**config.mk**
```make
export PLATFORM = sky130hd
export DESIGN_NAME = frame_stream_reader
export DESIGN_NICKNAME = d
export VERILOG_FILES = /design/src/rtl/frame_stream_reader.sv
export SDC_FILE = /design/constraint.sdc
export NUM_CORES = 1
export LEC_CHECK = 0
export BUFFER_PORTS_ARGS = -buffer_cell sky130_fd_sc_hd__buf_2
export CAP_MARGIN = 0
export CORE_ASPECT_RATIO = 1.75
export CORE_MARGIN = 4
export CORE_UTILIZATION = 60
export CTS_CLUSTER_DIAMETER = 200
export DETAILED_ROUTE_END_ITERATION = 6
export PLACE_DENSITY = 0.91
export SLEW_MARGIN = 20
export SYNTH_ARGS = -nofsm -noshare
export SYNTH_HDL_FRONTEND = slang
export SYNTH_SLANG_ARGS = --single-unit
```
**constraint.sdc**
```tcl
create_clock -name clk -period 3.8 [get_ports clk]
set_input_delay 0.76 -clock clk [delete_from_list [all_inputs] [get_ports clk]]
set_output_delay 0.76 -clock clk [all_outputs]
set_load 0.03 [all_outputs]
```
**src/rtl/frame_stream_reader.sv**
```systemverilog
// Raster-order frame-buffer read engine with optional mirror/flip, feeding an
// Avalon-ST style stream through a credit-controlled show-ahead skid FIFO.
module frame_stream_reader #(
    parameter int WIDTH      = 320,
    parameter int HEIGHT     = 240,
    parameter int PIX_W      = 12,
    parameter int ADDR_W     = 17,
    parameter int RD_LATENCY = 1
) (
    input  logic              clk,
    input  logic              reset,
    input  logic              enable,
    input  logic [1:0]        mode,
    output logic              rd_en,
    output logic [ADDR_W-1:0] rd_addr,
    input  logic [PIX_W-1:0]  rd_data,
    output logic [PIX_W-1:0]  out_data,
    output logic              out_valid,
    output logic              out_sop,
    output logic              out_eop,
    input  logic              out_ready,
    output logic              frame_done,
    output logic [7:0]        frame_count
);
    localparam int DEPTH = RD_LATENCY + 2;
    localparam int CNT_W = $clog2(DEPTH + 1);
    localparam int SUM_W = CNT_W + 1;
    localparam int PTR_W = $clog2(DEPTH);
    localparam logic [ADDR_W-1:0] LAST_ROW = ADDR_W'((HEIGHT - 1) * WIDTH);
    localparam logic [ADDR_W-1:0] COL_LAST = ADDR_W'(WIDTH - 1);
    localparam logic [ADDR_W-1:0] STEP     = ADDR_W'(WIDTH);

    typedef enum logic [0:0] {IDLE, RUN} state_t;

    state_t            state_reg, state_next;
    logic              first_reg;
    logic [1:0]        mode_reg;
    logic [ADDR_W-1:0] col_reg, row_reg;

    logic              hmirror, vflip, line_end, frame_end, issue, pop, push;
    logic [ADDR_W-1:0] cur_col, cur_row;
    logic [SUM_W-1:0]  in_flight, occupancy;

    logic [RD_LATENCY-1:0] pipe_valid_reg, pipe_sop_reg, pipe_eop_reg;

    logic [PIX_W+1:0]  fifo_mem [DEPTH];
    logic [PTR_W-1:0]  wr_ptr_reg, rd_ptr_reg;
    logic [CNT_W-1:0]  count_reg;
    logic [PIX_W+1:0]  head;

    // Pixel 0 takes the live mode input; the rest of the frame uses the latched copy.
    always_comb begin
        hmirror   = first_reg ? mode[0] : mode_reg[0];
        vflip     = first_reg ? mode[1] : mode_reg[1];
        cur_col   = first_reg ? (hmirror ? COL_LAST : '0) : col_reg;
        cur_row   = first_reg ? (vflip ? LAST_ROW : '0) : row_reg;
        line_end  = (cur_col == (hmirror ? '0 : COL_LAST));
        frame_end = line_end && (cur_row == (vflip ? '0 : LAST_ROW));

        in_flight = '0;
        for (int i = 0; i < RD_LATENCY; i++)
            in_flight = in_flight + SUM_W'(pipe_valid_reg[i]);
        pop       = out_valid & out_ready;
        occupancy = SUM_W'(count_reg) + in_flight - SUM_W'(pop);
        issue     = (state_reg == RUN) && (occupancy < SUM_W'(DEPTH));
        push      = pipe_valid_reg[RD_LATENCY-1];

        rd_en   = issue;
        rd_addr = issue ? (cur_row + cur_col) : '0;

        state_next = state_reg;
        case (state_reg)
            IDLE: if (enable) state_next = RUN;
            RUN:  if (issue && frame_end && !enable) state_next = IDLE;
            default: state_next = IDLE;
        endcase
    end

    always_ff @(posedge clk or posedge reset) begin
        if (reset) begin
            state_reg <= IDLE;
            first_reg <= 1'b1;
            mode_reg  <= '0;
            col_reg   <= '0;
            row_reg   <= '0;
        end else begin
            state_reg <= state_next;
            if (issue) begin
                if (first_reg)
                    mode_reg <= {vflip, hmirror};
                first_reg <= frame_end;
                if (line_end) begin
                    col_reg <= hmirror ? COL_LAST : '0;
                    row_reg <= vflip ? (cur_row - STEP) : (cur_row + STEP);
                end else begin
                    col_reg <= hmirror ? (cur_col - ADDR_W'(1)) : (cur_col + ADDR_W'(1));
                    row_reg <= cur_row;
                end
            end
        end
    end

    // Tags travel alongside the RAM read so sop/eop line up with the returning data.
    always_ff @(posedge clk or posedge reset) begin
        if (reset) begin
            pipe_valid_reg <= '0;
            pipe_sop_reg   <= '0;
            pipe_eop_reg   <= '0;
        end else begin
            for (int i = RD_LATENCY - 1; i > 0; i--) begin
                pipe_valid_reg[i] <= pipe_valid_reg[i-1];
                pipe_sop_reg[i]   <= pipe_sop_reg[i-1];
                pipe_eop_reg[i]   <= pipe_eop_reg[i-1];
            end
            pipe_valid_reg[0] <= issue;
            pipe_sop_reg[0]   <= issue & first_reg;
            pipe_eop_reg[0]   <= issue & frame_end;
        end
    end

    always_ff @(posedge clk) begin
        if (push)
            fifo_mem[wr_ptr_reg] <= {pipe_sop_reg[RD_LATENCY-1], pipe_eop_reg[RD_LATENCY-1], rd_data};
    end

    always_ff @(posedge clk or posedge reset) begin
        if (reset) begin
            wr_ptr_reg  <= '0;
            rd_ptr_reg  <= '0;
            count_reg   <= '0;
            frame_done  <= 1'b0;
            frame_count <= '0;
        end else begin
            if (push)
                wr_ptr_reg <= (wr_ptr_reg == PTR_W'(DEPTH - 1)) ? '0 : wr_ptr_reg + PTR_W'(1);
            if (pop)
                rd_ptr_reg <= (rd_ptr_reg == PTR_W'(DEPTH - 1)) ? '0 : rd_ptr_reg + PTR_W'(1);
            count_reg  <= count_reg + CNT_W'(push) - CNT_W'(pop);
            frame_done <= pop & out_eop;
            if (pop & out_eop)
                frame_count <= frame_count + 8'd1;
        end
    end

    always_comb begin
        head      = fifo_mem[rd_ptr_reg];
        out_valid = (count_reg != '0);
        out_data  = out_valid ? head[PIX_W-1:0] : '0;
        out_sop   = out_valid & head[PIX_W+1];
        out_eop   = out_valid & head[PIX_W];
    end
endmodule
```
Word level (Yosys, flattened, before mapping)

Memory sizes are Yosys's and may differ from the RTL's.
Index checks and enable logic that the tools add are counted.

Bits in latches: 0
Input port bits: 18
Output and inout port bits: 42
Memories kept: 1
Bits in read-only memories: 0
Bits in writable memories: 42
Register bits after elaboration: 56

Memory list:

| memory   | words | bits a word | read ports | clocked after Yosys merged registers in | wr ports | RTL line | source |
|---|---|---|---|---|---|---|---|
| fifo_mem | 3     | 14          | 1          | 0                                       | 1        | 46       | `logic [PIX_W+1:0] fifo_mem [DEPTH];` |

Shifts and indexed selects: 0
Add/sub/neg operators: 12
Muxes and demuxes: 21
$mul: 0
Equal/unequal tests: 4
Divide/modulo/power cells: 0
Bitwise operators: 7
Reduce and logical (&&, ||, !) cells: 7
$lt $le $gt $ge: 1

Operators with widths:

| cell                  | count |
|---|---|
| $mux 17               | 9 |
| $mux 9                | 2 |
| $add 17x1->17 const B | 1 |
| $add 17x17->17        | 1 |
| $add 17x9->17 const B | 1 |
| $eq 17x17->1          | 1 |
| $eq 17x9->1           | 1 |
| $sub 17x1->17 const B | 1 |
| $sub 17x9->17 const B | 1 |
| $mux 12               | 1 |
| $add 8x1->8 const B   | 1 |
| $and 1x1->1           | 6 |
| $mux 1                | 6 |
| $add 2x1->2 const B   | 2 |
| $eq 2x2->1 const B    | 2 |
| $logic_and 1x1->1     | 4 |
| $mux 2                | 2 |
| $add 2x1->3           | 1 |
| $lt 3x2->1 const B    | 1 |
| $sub 3x1->3           | 1 |
| $add 2x1->2           | 1 |
| $pmux 1 s2            | 1 |
| $reduce_and 2->1      | 1 |
| $reduce_bool 2->1     | 1 |
| other kinds (3)       | 3 |

Depth between registers and ports, before layout

Gate-level depths: netlist of run 1.

Word-level depth: 9
Depth in mapped cells: 13

Worst setup path before layout of run 1

OpenSTA, ideal clock, no wires.

Path type: input port to output port
From: input out_ready
To: output rd_addr[13]
Arrival time: 3.457 ns
Stages: 12
Setup slack: -0.417 ns
Data required time: 3.040 ns
Cell sequence: o21ai_0 inv_1 ha_1 inv_1 ha_1 fa_1 xor2_1 nand3_1 clkinv_1 clkbuf_1 nand2_1 mux2i_1

Longest elaborated chain between the ends: 5

RTL lines:

| item              | RTL line | source |
|---|---|---|
| from (decl)       | 21       | `input logic out_ready,` |
| $and 1x1->1       | 63       | `pop = out_valid & out_ready;` |
| named net pop     | 40       | `logic hmirror, vflip, line_end, frame_end, issue, pop, push;` |
| $sub 3x1->3       | 64       | `occupancy = SUM_W'(count_reg) + in_flight - SUM_W'(pop);` |
| $lt 3x2->1        | 65       | `issue = (state_reg == RUN) && (occupancy < SUM_W'(DEPTH));` |
| $logic_and 1x1->1 | 65       |  |
| named net rd_en   | 14       | `output logic rd_en,` |
| $mux 17           | 69       | `rd_addr = issue ? (cur_row + cur_col) : '0;` |
| to (decl)         | 15       | `output logic [ADDR_W-1:0] rd_addr,` |

The timed path passes the listed nets, and every way through them passes these cells.

Worst setup path after layout of run 1

From: register first_reg
To: output rd_addr[13]

Longest elaborated chain between the ends: 5
Elaborated cells on any way between the ends: 8
Those cells by class: 1 x add/sub; 7 x mux

RTL lines:

| item                              | RTL line | source |
|---|---|---|
| from (decl)                       | 36       | `logic first_reg;` |
| from (signal assigned)            | 91       | `first_reg <= frame_end;` |
| $mux 1 (on tied branches)         | 54, 53   |  |
| $mux 17 or $mux 9 (tied branches) | 56, 55   |  |
| $mux 17 (on tied branches)        | 56, 55   |  |
| $add 17x17->17 (*)                | 69       |  |
| $mux 17 (*)                       | 69       |  |

Every way passes the cells marked *; elsewhere a longest branch is shown, timed or not.

==> results of run 1 <==
-- final cells by class --
type                    count  area, sq um  area share
multi-input cells         502         3740       0.478
flip-flops and latches     98         2670       0.341
repair buffers            117          802       0.102
clock buffers               9          225      0.0288
inverters                  42          161      0.0206
well taps                 127          159      0.0203
clock inverters             7         70.1     0.00895
-- repair_timing --
action / in CTS / in global routing
setup endpoints to repair: 17 / 18
gates cloned: 0 / 1
buffers inserted: 5 / 7
pin swaps: 5 / 6
gates resized for setup: 43 / 39
-- cells in the final DEF (no fill, tap or decap), types with 14 or more instances in the layout --
cell / n
nor2_1: 60
buf_2: 46
ha_1: 38
nor2b_1: 25
buf_4: 60
o21ai_0: 37
inv_1: 39
nand3_1: 16
edfxtp_1: 42
o21a_1: 15
xor2_1: 14
mux2i_1: 16
a21o_1: 17
nand2_1: 41
a21oi_1: 33
dfrtp_1: 54
-- per-layer routing --
layer  wire (microns)  vias to the layer above
met2            10800                      426
met1             6760                     2887
met3             1610                      161
met4             1840                        0
li1                 -                     2621
met5                0                        -
-- cell usage after synthesis, drive strengths merged, types with 17 or more instances --
master  count  area [sq um]
o21ai      49           245
nand3      17          85.1
nor3       24           130
nor2b      26           163
dfrtp      55          1380
edfxtp     42          1260
mux2i      17           170
a21oi      39           195
nor2       65           244
inv        41           154
ha         43           538
nand2      45           171
a21o       17           128
-- power by group through the flow --
stage | Combinational [uW] | Clock (uW) | Sequential, uW
2_1_floorplan | 3380 | 0 | 1630
3_3_place_gp | 4530 | 0 | 1670
3_5_place_dp | 4700 | 0 | 1700
4_1_cts | 4920 | 904 | 1690
5_1_grt | 5730 | 967 | 1740
6_report | 5420 | 931 | 1710
-- cells by family after synthesis --
family | Yosys count | share of synthesized area
and+or+nand+nor | 232 | 0.186
AOI/OAI and AO/OA | 175 | 0.183
DFF | 98 | 0.422
buffers and inverters | 61 | 0.0388
adders and majority gates | 47 | 0.0979
xor gates and xnor gates | 26 | 0.0361
muxes | 22 | 0.0365
-- worst min path at each step --
stage                                    start                    endpoint  slack (ns)
floorplan               pipe_eop_reg$_DFF_PP0_   fifo_mem[0][12]$_DFFE_PP_        0.44
global placement        pipe_sop_reg$_DFF_PP0_   fifo_mem[2][13]$_DFFE_PP_        0.45
detailed placement  frame_count[7]$_DFFE_PP0P_  frame_count[7]$_DFFE_PP0P_        0.46
CTS                 frame_count[7]$_DFFE_PP0P_  frame_count[7]$_DFFE_PP0P_        0.48
global route        frame_count[7]$_DFFE_PP0P_  frame_count[7]$_DFFE_PP0P_        0.48
finish                                   reset      col_reg[8]$_DFFE_PP0P_        0.47
-- metrics by stage --
step | TNS [ns] | hold WS, ns | instance area (sq um) | util | power (uW)
floorplan | -0.509 | 0.438 | 6420 | - | 5010
global placement | 0 | 0.447 | 7150 | 0.694 | 6200
detailed placement | -0.231 | 0.462 | 7150 | 0.694 | 6400
CTS | -0.170 | 0.477 | 7610 | 0.739 | 7520
global route | -2.20 | 0.484 | 7830 | 0.760 | 8440
finish | -1.12 | 0.466 | 7830 | 0.760 | 8060
-- critical path, cell delays in order, from the launching register on --
cell       delay, ns
dfstp_2         0.65
buf_2           0.18
buf_4           0.13
o21ai_1         0.15
ha_4            0.30
a21oi_1         0.27
nand2_2         0.15
o2111ai_2       0.23
nand3_1         0.13
a31oi_2         0.22
mux2i_2         0.29
buf_6           0.17
==> results.sh, run 1 <==
export IMPL_cts_buffers=9
export IMPL_power_internal_uw=3910
export IMPL_yosysWarnings=0
export IMPL_grt_use_met2=0.566
export IMPL_antenna_found_initial=0
export IMPL_portBuffers=59
export IMPL_dr_first_iter_drc_count=582
export IMPL_die_h_microns=144
export IMPL_fin_ws_ns=-0.192
export IMPL_cts_tree="built"
export IMPL_io_pins=60
export IMPL_tightest_slew_ns=1.00
export IMPL_pwr_share_clk=0.116
export IMPL_worstSetupStartpoint="first_reg$_DFFE_PP1P_"
export IMPL_clk_pin_slew_ns=0.07
export IMPL_clock_root_buffer="clkbuf_16"
export IMPL_n_antenna_cell=0
export IMPL_fmax_mhz=251
export IMPL_final_cells=902
export IMPL_finalCriticalPeriod_ns=3.99
export IMPL_ys_seq_area_frac=0.422
export IMPL_setup_violations=13
export IMPL_fin_crit_sh=1.05
export IMPL_ys_ff_latch=98
export IMPL_initial_core_util=0.613
export IMPL_chipWidth_microns=85.5
export IMPL_dp_cells=873
export IMPL_drtAntennaViolNets=0
export IMPL_grt_util_met1=0.314
export IMPL_place_ws_ns=-0.0901
export IMPL_endpoint="rd_addr[13]"
export IMPL_syn2layout_area_growth_pct=23.9
export IMPL_routed_via_density=6.76
export IMPL_startpoint_type="flip-flop"
export IMPL_drt_pass1_iterations=5
export IMPL_fillCellCount=604
export IMPL_regToRegStartpoint="first_reg$_DFFE_PP1P_"
export IMPL_core_area_sq_mm=0.0103
export IMPL_synth_avg_cell_area_sq_um=9.55
export IMPL_drive_above_1_share=0.274
export IMPL_drv_slew=0
export IMPL_rrSetupSlack_ns=0.09
export IMPL_overflow=0
export IMPL_clock_sinks=98
export IMPL_grt_max_degree=33
export IMPL_netlist_area_sq_mm=0.00631
export IMPL_powerDensity_mw_per_mm2=1030
export IMPL_synth_cells=661
export IMPL_combPwrFrac=0.672
export IMPL_status="finished, violations left"
export IMPL_synthArstFlopShare=0.571
export IMPL_path_max_fanout=6
export IMPL_grt_pass1_wl_mm=29.8
export IMPL_p_seq_frac=0.212
export IMPL_r2r_cells=12
export IMPL_core_rowCount=49
export IMPL_synth_flop_cell="dfrtp_1"
export IMPL_synth_cell_type_count=65
export IMPL_grt_most_used_layer="met2"
export IMPL_met3_usage=0.0568
export IMPL_cap_violations=0
export IMPL_grt_pass1_vias=5883
export IMPL_largest_reg_flops=42
export IMPL_slew_headroom=0.328
export IMPL_wl_per_cell_microns=23.3
export IMPL_synth_edf_count=42
export IMPL_clock_skew_ns=0.00895
export IMPL_arrival_ns=3.23
export IMPL_violations="setup timing"
export IMPL_hold_path_class="primary input to async pin"
export IMPL_crit_type="flip-flop to primary output"
export IMPL_grt_use_total=0.315
export IMPL_r2r_end="state_reg$_DFF_PP0_"
export IMPL_clk_latency_ns=0.36
export IMPL_clockBufferDepth=2
export IMPL_die_area_sq_mm=0.0123
export IMPL_dpl_hpwl_mm=13.1
export IMPL_switching_share=0.515
export IMPL_cp_required_ns=3.04
export IMPL_ir_drop_v=0.000674
export IMPL_hold_buffers=0
export IMPL_drc_errors=0
export IMPL_worst_setup_path_end_kind="primary output"
export IMPL_finalNetCount=835
export IMPL_rsz0062_at_grt="yes"
export IMPL_p_leak_uw=0.00351
export IMPL_htreeDepth=3
export IMPL_p_switching_uw=4150
export IMPL_totalWireLength_mm=21.0
export IMPL_synth_nets=726
export IMPL_hold_viol=0
export IMPL_gp_congestion=0.947
export IMPL_dr_total_vias=6095
No activity file was read; power rests on OpenSTA's default activity.
==> inputs of run 2 (changes only) <==
- TNS_END_PERCENT: default -> 10
==> results.sh, run 2 (synthesis gave the netlist of run 1 again) <==
export IMPL_cts_tree="built"
export IMPL_drive_above_1_share=0.258
export IMPL_dr_total_vias=5995
export IMPL_fin_util=0.750
export IMPL_setup_violations=17
export IMPL_die_area_sq_mm=0.0123
export IMPL_grt_pass1_wl_mm=29.0
export IMPL_violations="setup timing"
export IMPL_largest_reg_flops=42
export IMPL_initial_core_util=0.613
export IMPL_drtAntennaViolNets=0
export IMPL_dpl_hpwl_mm=13.4
export IMPL_clock_skew_ns=0.0119
export IMPL_die_h_microns=144
export IMPL_grt_max_degree=43
export IMPL_fmax_mhz=251
export IMPL_cpPeakStageDelay_ns=0.54
export IMPL_io_pins=60
export IMPL_clockBufferDepth=2
export IMPL_wl_per_cell_microns=22.4
export IMPL_routed_via_density=6.70
export IMPL_crit_type="flip-flop to primary output"
export IMPL_dr_first_iter_drc_count=603
export IMPL_worst_setup_path_end_kind="primary output"
export IMPL_timing_hold_ws_ns=0.493
export IMPL_path_max_fanout=21
export IMPL_core_area_sq_mm=0.0103
export IMPL_ir_drop_v=0.000697
export IMPL_drc_errors=0
export IMPL_fin_ws_ns=-0.182
export IMPL_p_leak_uw=0.00348
export IMPL_portBuffers=59
export IMPL_clock_sinks=98
export IMPL_totalWireLength_mm=20.0
export IMPL_tightest_slew_ns=0.999
export IMPL_hold_buffers=0
export IMPL_drv_slew=0
export IMPL_slowest_stage="fa_1"
export IMPL_finalCriticalPeriod_ns=3.98
export IMPL_stdcell_area_sq_mm=0.00773
export IMPL_crit_chain="o21ai_4, inv_1, ha_1, inv_1, ha_1, fa_1, nand2_1, nand3_2, buf_12, nor3_2, buf_4"
export IMPL_hold_path_class="flip-flop to flip-flop"
export IMPL_gp_congestion=0.949
export IMPL_status="finished, violations left"
export IMPL_cts_buffers=9
export IMPL_rsz0062_at_grt="yes"
export IMPL_powerDensity_mw_per_mm2=1000
export IMPL_drt_pass1_iterations=6
export IMPL_htreeDepth=3
export IMPL_finalNetCount=828
export IMPL_antenna_found_initial=0
export IMPL_hold_viol=0
export IMPL_clk_latency_ns=0.35
export IMPL_clock_root_buffer="clkbuf_16"
export IMPL_overflow=0
export IMPL_arrival_ns=3.22
export IMPL_slew_headroom=0.332
export IMPL_core_rowCount=49
export IMPL_fin_crit_sh=1.05
export IMPL_cap_violations=0
export IMPL_grt_pass1_vias=5952
export IMPL_tns_ns=-1.78
export IMPL_syn2layout_area_growth_pct=22.4
export IMPL_place_area_sq_mm=0.00708
export IMPL_chipWidth_microns=85.5
export IMPL_final_cell_mix="64 x nor2_1, 59 x buf_4, 54 x dfrtp_1"
export IMPL_startpoint_type="flip-flop"
export IMPL_n_antenna_cell=0
export IMPL_place_ws_ns=-0.106
export IMPL_cp_required_ns=3.04
export IMPL_clk_pin_slew_ns=0.08
export IMPL_grt_use_total=0.301
export IMPL_final_common_cell="nor2_1"
run 2: cell types whose count changed in the layout (fill, tap and decap cells not counted), sizes merged:
| cell | before | now |
|---|---|---|
| buf | 113 | 109 |
| clkbuf | 13 | 10 |
| clkinv | 2 | 3 |
| clkinvlp | 2 | 1 |
run 2: worst max-delay path: cells and delay by family, from the launching register on:
| family | cells | cell delay [ns] |
|---|---|---|
| buffers and inverters | 4 | 0.57 |
| and+or+nand+nor | 3 | 0.60 |
| adders and majority gates | 3 | 1.06 |
| AOI/OAI and AO/OA | 1 | 0.17 |
| DFF | 1 | 0.47 |
run 2: final timing paths:
kind	start	endpoint	slack (ns)	cells past startpoint
max	count_reg[1]$_DFF_PP0_	rd_addr[2]	-0.18	11
min reg2reg	pipe_sop_reg$_DFF_PP0_	fifo_mem[1][13]$_DFFE_PP_	0.49	0
min in group asynchronous	reset	frame_count[1]$_DFFE_PP0P_	0.62	2
min	pipe_sop_reg$_DFF_PP0_	fifo_mem[1][13]$_DFFE_PP_	0.49	0
max reg2reg	first_reg$_DFFE_PP1P_	state_reg$_DFF_PP0_	0.35	11
max in group asynchronous	reset	count_reg[1]$_DFF_PP0_	2.37	3
run 2: layout make-up:
class / instances / area, sq um
multi-input combinational: 502 / 3710
sequential: 98 / 2670
fill: 661 / 2570
timing repair buffer: 110 / 722
clock buffer: 9 / 225
inverter: 42 / 161
tap: 127 / 159
clock inverter: 7 / 78.8
run 2: per-layer routing:
metal / wire, microns / track usage / up-vias / share of wire
met5: 0 / 0 / - / 0
met1: 6540 / 0.304 / 2826 / 0.33
met4: 1780 / 0.234 / 0 / 0.089
li1: - / - / 2607 / -
met2: 10400 / 0.533 / 421 / 0.52
met3: 1360 / 0.0574 / 141 / 0.068
run 2: repair_timing:
| item | in CTS | in global routing |
|---|---|---|
| gates cloned | 0 | 0 |
| pin swaps | 7 | 19 |
| gates resized for setup | 33 | 48 |
| setup buffers | 6 | 4 |
| setup endpoints to repair | 18 | 17 |
run 2: where the power goes:
| part | internal [uW] | total, uW | switching (uW) |
|---|---|---|---|
| clock network | 468 | 912 | 443 |
| logic | 1890 | 5090 | 3200 |
| registers | 1430 | 1720 | 298 |
| total | 3780 | 7730 | 3950 |
run 2: through the flow:
step                      std cells  power, uW
after floorplan                 661       4890
after global placement          870       6080
after detailed placement        870       6300
after CTS                       892       7320
after global routing            895       8140
final                           895       7730
==> inputs of run 3 (changes only) <==
- ABC_AREA: default -> 1
- CORE_UTILIZATION: 60 -> 53
- PLACE_DENSITY: 0.91 -> 0.82
==> results.sh, run 3 <==
export IMPL_status="complete, no violations"
export IMPL_core_rowCount=54
export IMPL_portBuffers=59
export IMPL_cap_violations=0
export IMPL_fin_ws_ns=0.128
export IMPL_hp_start="pipe_sop_reg$_DFF_PP0_"
export IMPL_startpoint_type="flip-flop"
export IMPL_synth_nets=1013
export IMPL_synth_avg_cell_area_sq_um=7.18
export IMPL_syn2layout_area_growth_pct=15.4
export IMPL_hold_viol=0
export IMPL_yosysWarnings=0
export IMPL_yosys_area_share_adder=0.0908
export IMPL_synth_compound_area_frac=0.0863
export IMPL_rsz0062_at_grt="yes"
export IMPL_finalCriticalPeriod_ns=3.67
export IMPL_clock_skew_ns=0.0104
export IMPL_grt_use_total=0.250
export IMPL_synth_flop_cell="dfrtp_1"
export IMPL_cpPeakStageDelay_ns=0.57
export IMPL_final_common_cell="nand2_1"
export IMPL_antenna_found_initial=0
export IMPL_cts_tree="built"
export IMPL_die_area_sq_mm=0.0148
export IMPL_die_h_microns=158
export IMPL_dr_first_iter_drc_count=392
export IMPL_worst_setup_path_end_kind="primary output"
export IMPL_drt_pass1_iterations=5
export IMPL_htreeDepth=3
export IMPL_drive_above_1_share=0.141
export IMPL_drtAntennaViolNets=0
export IMPL_n_antenna_cell=0
export IMPL_setup_violations=0
export IMPL_grt_pass1_wl_mm=29.2
export IMPL_synth_cells=948
export IMPL_ys_top_cells_by_area="dfrtp_1 20%, edfxtp_1 19%, nand2_1 17%"
export IMPL_fillCellCount=1116
export IMPL_arrival_ns=2.91
export IMPL_ys_ff_latch=98
export IMPL_fin_util=0.629
export IMPL_chipWidth_microns=93.7
export IMPL_dpl_hpwl_mm=14.0
export IMPL_synth_most_common_cell="nand2_1"
export IMPL_final_cell_mix="307 x nand2_1, 126 x inv_1, 81 x nor2_1"
export IMPL_grt_max_degree=40
export IMPL_cp_required_ns=3.04
export IMPL_cts_buffers=9
export IMPL_synth_area_leader_cell="dfrtp_1"
export IMPL_place_area_sq_mm=0.00745
export IMPL_synth_xor_area_frac=0.0231
export IMPL_wl_per_cell_microns=14.8
export IMPL_crit_chain="inv_2, or2_2, o21ai_0, inv_1, ha_1, a21o_1, o21bai_1, a21oi_1, a21oi_1, nor2_4, buf_2"
export IMPL_place_ws_ns=0.0805
export IMPL_fmax_mhz=272
export IMPL_synth_cell_type_count=41
export IMPL_regToRegStartpoint="first_reg$_DFFE_PP1P_"
export IMPL_routed_via_density=5.37
export IMPL_ys_top_cells_by_count="311 x nand2_1, 128 x inv_1, 93 x nor2_1"
export IMPL_synth_edf_count=42
export IMPL_core_area_sq_mm=0.0125
export IMPL_yosysTopAreaCellShare=0.202
export IMPL_tightest_slew_ns=0.845
export IMPL_synthMuxAreaShare=0
export IMPL_gp_congestion=0.979
export IMPL_largest_reg_flops=42
export IMPL_stdcell_area_sq_mm=0.00786
export IMPL_hold_path_class="flip-flop to flip-flop"
export IMPL_clock_sinks=98
export IMPL_clock_root_buffer="clkbuf_16"
export IMPL_initial_core_util=0.545
export IMPL_synth_simple_gate_area_frac=0.323
export IMPL_worstSetupStartpoint="first_reg$_DFFE_PP1P_"
export IMPL_drv_slew=0
export IMPL_path_max_fanout=10
export IMPL_clk_latency_ns=0.35
export IMPL_finalNetCount=1086
export IMPL_totalWireLength_mm=17.7
export IMPL_slowest_stage="dfstp_2"
export IMPL_io_pins=60
export IMPL_fin_crit_sh=0.966
export IMPL_dr_total_vias=6414
export IMPL_synth_top_family_by_area="simple AND/OR/NAND/NOR gates"
export IMPL_crit_type="flip-flop to primary output"
export IMPL_netlist_area_sq_mm=0.00681
export IMPL_cpMostUsedCell="a21oi_1"
export IMPL_clockBufferDepth=2
export IMPL_slew_headroom=0.437
export IMPL_synthArstFlopShare=0.571
export IMPL_overflow=0
export IMPL_grt_pass1_vias=6362
export IMPL_clk_pin_slew_ns=0.07
export IMPL_ys_seq_area_frac=0.391
export IMPL_drc_errors=0
==> run 3: worst max-delay path, delay by kind of cell (launching register included) <==
family | cells | cell delay [ns]
buffers and inverters | 3 | 0.42
AOI/OAI and AO/OA | 5 | 0.81
DFF | 1 | 0.57
adders and majority gates | 1 | 0.33
and+or+nand+nor | 2 | 0.46
==> run 3: cell families after synthesis <==
logic type | Yosys count
AOI/OAI and AO/OA | 112
DFF | 98
and+or+nand+nor | 525
xor gates and xnor gates | 18
adders and majority gates | 47
buffers and inverters | 148
==> run 3: stage by stage <==
| stage | TNS, ns | cells | hold slack (ns) |
|---|---|---|---|
| floorplan | 0 | 948 | 0.436 |
| global placement | 0 | 1178 | 0.442 |
| detailed placement | 0 | 1178 | 0.454 |
| CTS | 0 | 1194 | 0.469 |
| global route | -0.115 | 1194 | 0.499 |
| finish | 0 | 1194 | 0.469 |
==> run 3: final timing paths <==
check	end	slack, ns	cells after the start
max	rd_addr[14]	0.13	11
min in group asynchronous	col_reg[6]$_DFFE_PP0P_	0.57	2
max in group asynchronous	col_reg[12]$_DFFE_PP0P_	2.53	3
min	fifo_mem[0][13]$_DFFE_PP_	0.47	0
min reg2reg	fifo_mem[0][13]$_DFFE_PP_	0.47	0
max reg2reg	col_reg[13]$_DFFE_PP0P_	0.48	13
==> run 3: cell type report <==
class                      count  area (sq um)  area share
multi-input combinational    702          3730       0.475
sequential                    98          2660       0.339
inverter                     131           494      0.0629
timing repair buffer          79           468      0.0595
clock buffer                   9           225      0.0287
tap                          168           210      0.0267
clock inverter                 7          63.8     0.00812
==> run 3: routing by layer <==
metal | track usage | up-vias | routed length (microns)
li1 | - | 3205 | -
met1 | 0.250 | 2952 | 6510
met2 | 0.464 | 178 | 9320
met3 | 0.0276 | 79 | 594
met4 | 0.185 | 0 | 1300
met5 | 0 | - | 0
==> run 3: timing repair <==
item                                    in CTS  in global routing
endpoints found under the hold margin        0                  0
cloned                                       0                  0
pin swaps                                    0                  1
endpoints found under the setup margin       1                 16
gates resized for setup                      1                 38
hold buffers                                 0                  0
buffers inserted                             0                  0
Power of run 3 is not shown: default switching activity piles up to over one toggle a cycle in this logic, so the estimate is an artifact.
